===== config.mk =====
export PLATFORM = sky130hd
export DESIGN_NAME = useq_next_address
export DESIGN_NICKNAME = d
export VERILOG_FILES = /design/src/rtl/useq_next_address.sv
export SDC_FILE = /design/constraint.sdc
export NUM_CORES = 1
export LEC_CHECK = 0
export CAP_MARGIN = 15
export CORE_MARGIN = 3
export CORE_UTILIZATION = 40
export CTS_CLUSTER_DIAMETER = 30
export CTS_CLUSTER_SIZE = 16
export DETAILED_ROUTE_END_ITERATION = 6
export SLEW_MARGIN = 40
export SYNTH_ARGS = -nofsm -noshare
export SYNTH_HDL_FRONTEND = slang
export SYNTH_SLANG_ARGS = --single-unit
export TNS_END_PERCENT = 20

===== constraint.sdc =====
create_clock -name USEQ_CLOCK_50 -period 4.63 [get_ports USEQ_CLOCK_50]
set_clock_uncertainty 0.05 [all_clocks]
set_input_delay 0.926 -clock USEQ_CLOCK_50 [delete_from_list [all_inputs] [get_ports USEQ_CLOCK_50]]
set_output_delay 0.926 -clock USEQ_CLOCK_50 [all_outputs]
set_load 0.05 [all_outputs]

===== src/rtl/useq_next_address.sv =====
// rtl/useq_next_address.sv - microprogram sequencer selecting the next control-store address
module useq_next_address #(
  parameter int Direction_BUS_WIDTH = 11,
  parameter int STACK_DEPTH         = 4
) (
  input  logic                           USEQ_CLOCK_50,
  input  logic                           USEQ_RESET_InHigh,
  input  logic                           USEQ_Step_IN,
  input  logic [2:0]                     USEQ_Op_IN,
  input  logic                           USEQ_Cond_IN,
  input  logic                           USEQ_Ready_IN,
  input  logic [Direction_BUS_WIDTH-1:0] USEQ_Incremented_IN,
  input  logic [Direction_BUS_WIDTH-1:0] USEQ_Jump_IN,
  output logic [Direction_BUS_WIDTH-1:0] USEQ_Direccion_OUT,
  output logic [2:0]                     USEQ_Depth_OUT,
  output logic                           USEQ_Busy_OUT,
  output logic                           USEQ_Overflow_OUT,
  output logic                           USEQ_Underflow_OUT
);

  typedef enum logic [1:0] {
    ST_RUN  = 2'd0,
    ST_HOLD = 2'd1,
    ST_HALT = 2'd2
  } state_t;

  localparam logic [2:0] OP_NEXT   = 3'b000;
  localparam logic [2:0] OP_JUMP   = 3'b001;
  localparam logic [2:0] OP_BRANCH = 3'b010;
  localparam logic [2:0] OP_CALL   = 3'b011;
  localparam logic [2:0] OP_RETURN = 3'b100;
  localparam logic [2:0] OP_WAIT   = 3'b101;

  state_t                         state_q, state_d;
  logic [Direction_BUS_WIDTH-1:0] addr_q, addr_d;
  logic [2:0]                     depth_q, depth_d;
  logic                           busy_q, busy_d;
  logic                           ovf_q, ovf_d;
  logic                           unf_q, unf_d;
  logic                           push;
  logic [Direction_BUS_WIDTH-1:0] top_of_stack;
  logic [Direction_BUS_WIDTH-1:0] stack_mem [STACK_DEPTH];

  // Entry depth-1 is the top; the loop keeps the 3-bit depth from indexing past the array.
  always_comb begin
    top_of_stack = '0;
    for (int i = 0; i < STACK_DEPTH; i++) begin
      if (depth_q == 3'(i + 1)) top_of_stack = stack_mem[i];
    end
  end

  always_comb begin
    state_d = state_q;
    addr_d  = addr_q;
    depth_d = depth_q;
    busy_d  = busy_q;
    ovf_d   = ovf_q;
    unf_d   = unf_q;
    push    = 1'b0;
    case (state_q)
      ST_RUN: begin
        if (USEQ_Step_IN) begin
          case (USEQ_Op_IN)
            OP_JUMP:   addr_d = USEQ_Jump_IN;
            OP_BRANCH: addr_d = USEQ_Cond_IN ? USEQ_Jump_IN : USEQ_Incremented_IN;
            OP_CALL: begin
              if (depth_q < 3'(STACK_DEPTH)) begin
                push    = 1'b1;
                depth_d = depth_q + 3'd1;
                addr_d  = USEQ_Jump_IN;
              end else begin
                ovf_d   = 1'b1;
                state_d = ST_HALT;
              end
            end
            OP_RETURN: begin
              if (depth_q != 3'd0) begin
                addr_d  = top_of_stack;
                depth_d = depth_q - 3'd1;
              end else begin
                unf_d   = 1'b1;
                state_d = ST_HALT;
              end
            end
            OP_WAIT: begin
              if (USEQ_Ready_IN) begin
                addr_d = USEQ_Incremented_IN;
              end else begin
                busy_d  = 1'b1;
                state_d = ST_HOLD;
              end
            end
            default:   addr_d = USEQ_Incremented_IN;
          endcase
        end
      end
      ST_HOLD: begin
        if (USEQ_Ready_IN) begin
          addr_d  = USEQ_Incremented_IN;
          busy_d  = 1'b0;
          state_d = ST_RUN;
        end
      end
      default: ;
    endcase
  end

  always_ff @(posedge USEQ_CLOCK_50) begin
    if (USEQ_RESET_InHigh) begin
      state_q <= ST_RUN;
      addr_q  <= '0;
      depth_q <= 3'd0;
      busy_q  <= 1'b0;
      ovf_q   <= 1'b0;
      unf_q   <= 1'b0;
    end else begin
      state_q <= state_d;
      addr_q  <= addr_d;
      depth_q <= depth_d;
      busy_q  <= busy_d;
      ovf_q   <= ovf_d;
      unf_q   <= unf_d;
    end
  end

  // Stack contents need no reset; depth alone decides which entries are live.
  always_ff @(posedge USEQ_CLOCK_50) begin
    if (push && !USEQ_RESET_InHigh) begin
      for (int i = 0; i < STACK_DEPTH; i++) begin
        if (depth_q == 3'(i)) stack_mem[i] <= USEQ_Incremented_IN;
      end
    end
  end

  assign USEQ_Direccion_OUT = addr_q;
  assign USEQ_Depth_OUT     = depth_q;
  assign USEQ_Busy_OUT      = busy_q;
  assign USEQ_Overflow_OUT  = ovf_q;
  assign USEQ_Underflow_OUT = unf_q;

endmodule


==> results.yml <==
run_status:
  outcome: "finished, final reports clean"
worst_setup_path:
  cp_max_fo: 21
  path_cells: "clkdlybuf4s50_1"
  critPathKind: "reg2out"
  cp_top_family: "buffers and inverters"
  slowest_delay_ns: 0.94
  crit_buf_inv: 1
  crit_required_ns: 3.65
  crit_path_end_kind: "output pin"
  cp-start-kind: "register"
  critPathSlowestCell: "clkdlybuf4s50_1"
  r2r_slack_ns: 1.91
  critical_path_arrival_ns: 2.12
routing:
  drcViolationCount: 0
  vias: 2812
  drtPass1Iterations: 5
  antenna_left: 0
  wl_um: 9186
  drt_iter0_drc: 160
  wl_per_cell_um: 20.06
  detail_route.vias_per_cell: 6.140
pwr:
  vdd_drop_max_v: 0.0001550
  power_density_mw_per_mm2: 339.9
  leakage_nw: 1.371
  p_total_mw: 1.388
yosys:
  synth_area_leaders: "edfxtp_1 (40%), dfxtp_1 (11%), a21oi_1 (6.9%)"
  syn-num-nets: 348
  synth_cell_types: 52
  ys_async_sr_fraction_pct: 0
  seq_area_frac_synth_pct: 51.07
  post-synth-top-area-fraction_pct: 39.65
  synthCells: 312
  synth_area_mm2: 0.003332
  ys_warn_count: 0
  synth_edf_count: 44
  synth_ff_type: "edfxtp_1"
  ys_seq_elements: 63
  yosys.area.top_type: "edfxtp_1"
  avgSynthCellArea_um2: 10.68
die:
  core.rowCount: 32
  dieArea_mm2: 0.009461
  initial_core_util_pct: 42.24
  core_area_mm2: 0.007888
  die_h_um: 97.27
  io-pin-count: 47
  die_w_um: 97.27
clocking:
  cts_resized: 0
  clock_latency_ns: 0.34
  cts.sinks: 63
  hold_buffers: 0
  cts_tree: "built"
  clk_pin_slew_worst_paths_ns: 0.08
  htreeDepth: 3
  cts_buffer_depth: 2
  post_cts_buffers: 0
  numCtsBuffers: 9
  cts_root_buffer: "clkbuf_8"
worst_hold_path:
  worstHoldPathType: "reg2reg"
timing:
  final_hold_viol_count: 0
  rsz0062_at_grt: "false"
  fin_crit_ns: 3.096
  holdWs_ns: 0.4020
  setup_viol: 0
  fin_crit_sh_pct: 66.88
  slew_headroom_pct: 47.29
  fmax_ghz: 0.3230
  drv_slew: 0
  finalSetupTns_ns: 0
  tightestPinTransition_ns: 0.7896
global_routing:
  grt_usage_pct: 19.66
  grt_pass1_vias: 2688
  grt_max_degree: 25
  antenna_found_initial: 0
  grt_pass1_wl_um: 14740
  grt_overflow: 0
cells_and_area:
  final_nets: 387
  area_growth_pct: 22.57
  antennaDiodeCount: 0
  drive_gt1_share_pct: 8.989
flow_run:
  drv_cap: 0
place:
  portBuffers: 46
  globalplace.congestion: 0.7948
  dp_hpwl_um: 6112
[cell families (layout without fill, tap and decap cells)]
logic type               count (synthesis)  count (layout)  synth area share, %
buffers and inverters                   44              88                5.557
multiplexers                             1               1               0.3004
AO/OA/AOI/OAI                          134             134                28.50
flip-flops                              63              63                51.07
AND/OR/NAND/NOR                         64              64                12.32
adder cells (fa/ha/maj)                  6               6                2.253
[where the power goes]
group | internal (mW) | switching [mW] | leakage (nW)
clock network | 0.255 | 0.243 | 0.0968
registers | 0.616 | 0.0148 | 0.552
logic | 0.103 | 0.157 | 0.723
[cells in the final DEF, fill, tap and decap left out, drive strengths merged, types with 11 or more instances in the layout]
cell and count:
dfxtp 19, clkdlybuf4s50 46, a221oi 11, or3b 12, a22o 11, nand2 16, edfxtp 44, a21oi 46
o21ai 14, inv 20
[cell usage after synthesis (2+ instances only)]
master and number:
nor2_1 7, dfxtp_1 19, nor2b_1 3, nand2_1 16, o211ai_1 2, nand4b_1 2
o21ai_1 3, nand3_1 2, and2_1 5, clkbuf_1 17, a2111oi_0 10, nand3b_1 2
a22o_1 11, ha_1 6, a32o_1 10, nor3b_2 2, or3b_1 11, a21oi_1 46
nor3b_1 2, buf_2 7, a221oi_1 11, o31ai_1 10, o21a_1 10, o21ai_0 11
edfxtp_1 44, inv_1 17
[sequential cells by signal (all words and copies together), names as in the netlist]
name                cells
USEQ_Underflow_OUT      1
USEQ_Overflow_OUT       1
stack_mem              44
USEQ_Direccion_OUT     11
USEQ_Busy_OUT           1
USEQ_Depth_OUT          3
state_q                 2
[per-stage QoR]
stage / setup WS, ns / instances / util, % / cell area [um^2]
floorplan: 2.203 / 312 / - / 3332
global placement: 1.226 / 441 / 49.00 / 3865
detailed placement: 1.295 / 442 / 49.18 / 3879
CTS: 1.540 / 458 / 51.76 / 4083
global route: 1.368 / 458 / 51.78 / 4084
finish: 1.534 / 458 / 51.78 / 4084
[final cells by class]
class                           count  area [um^2]
Tap cell                          102        127.6
Clock inverter                      7        80.08
Clock buffer                        9        123.9
Sequential cell                    63         1702
Fill cell                         682         3804
Inverter                           17        63.81
Timing Repair Buffer               55        528.0
Multi-Input combinational cell    205         1459
[final timing paths]
| kind | endpoint | cells past startpoint | startpoint |
|---|---|---|---|
| worst min register to register | USEQ_Overflow_OUT$_SDFFE_PP0P_ | 2 | USEQ_Overflow_OUT$_SDFFE_PP0P_ |
| worst max-delay path | USEQ_Depth_OUT[2] | 1 | USEQ_Depth_OUT[2]$_SDFFE_PP0P_ |
| worst max register to register | USEQ_Direccion_OUT[8]$_SDFFE_PP0P_ | 7 | USEQ_Depth_OUT[2]$_SDFFE_PP0P_ |
| worst min-delay path | USEQ_Overflow_OUT$_SDFFE_PP0P_ | 2 | USEQ_Overflow_OUT$_SDFFE_PP0P_ |
[layer usage]
layer	GRT usage, %	wire [um]	up-vias
met5	0	0	-
met4	6.816	89	0
met3	3.805	663	11
met2	27.76	4080	125
met1	29.92	4352	1369
li1	-	-	1307
No activity file was read; power rests on OpenSTA's default activity.
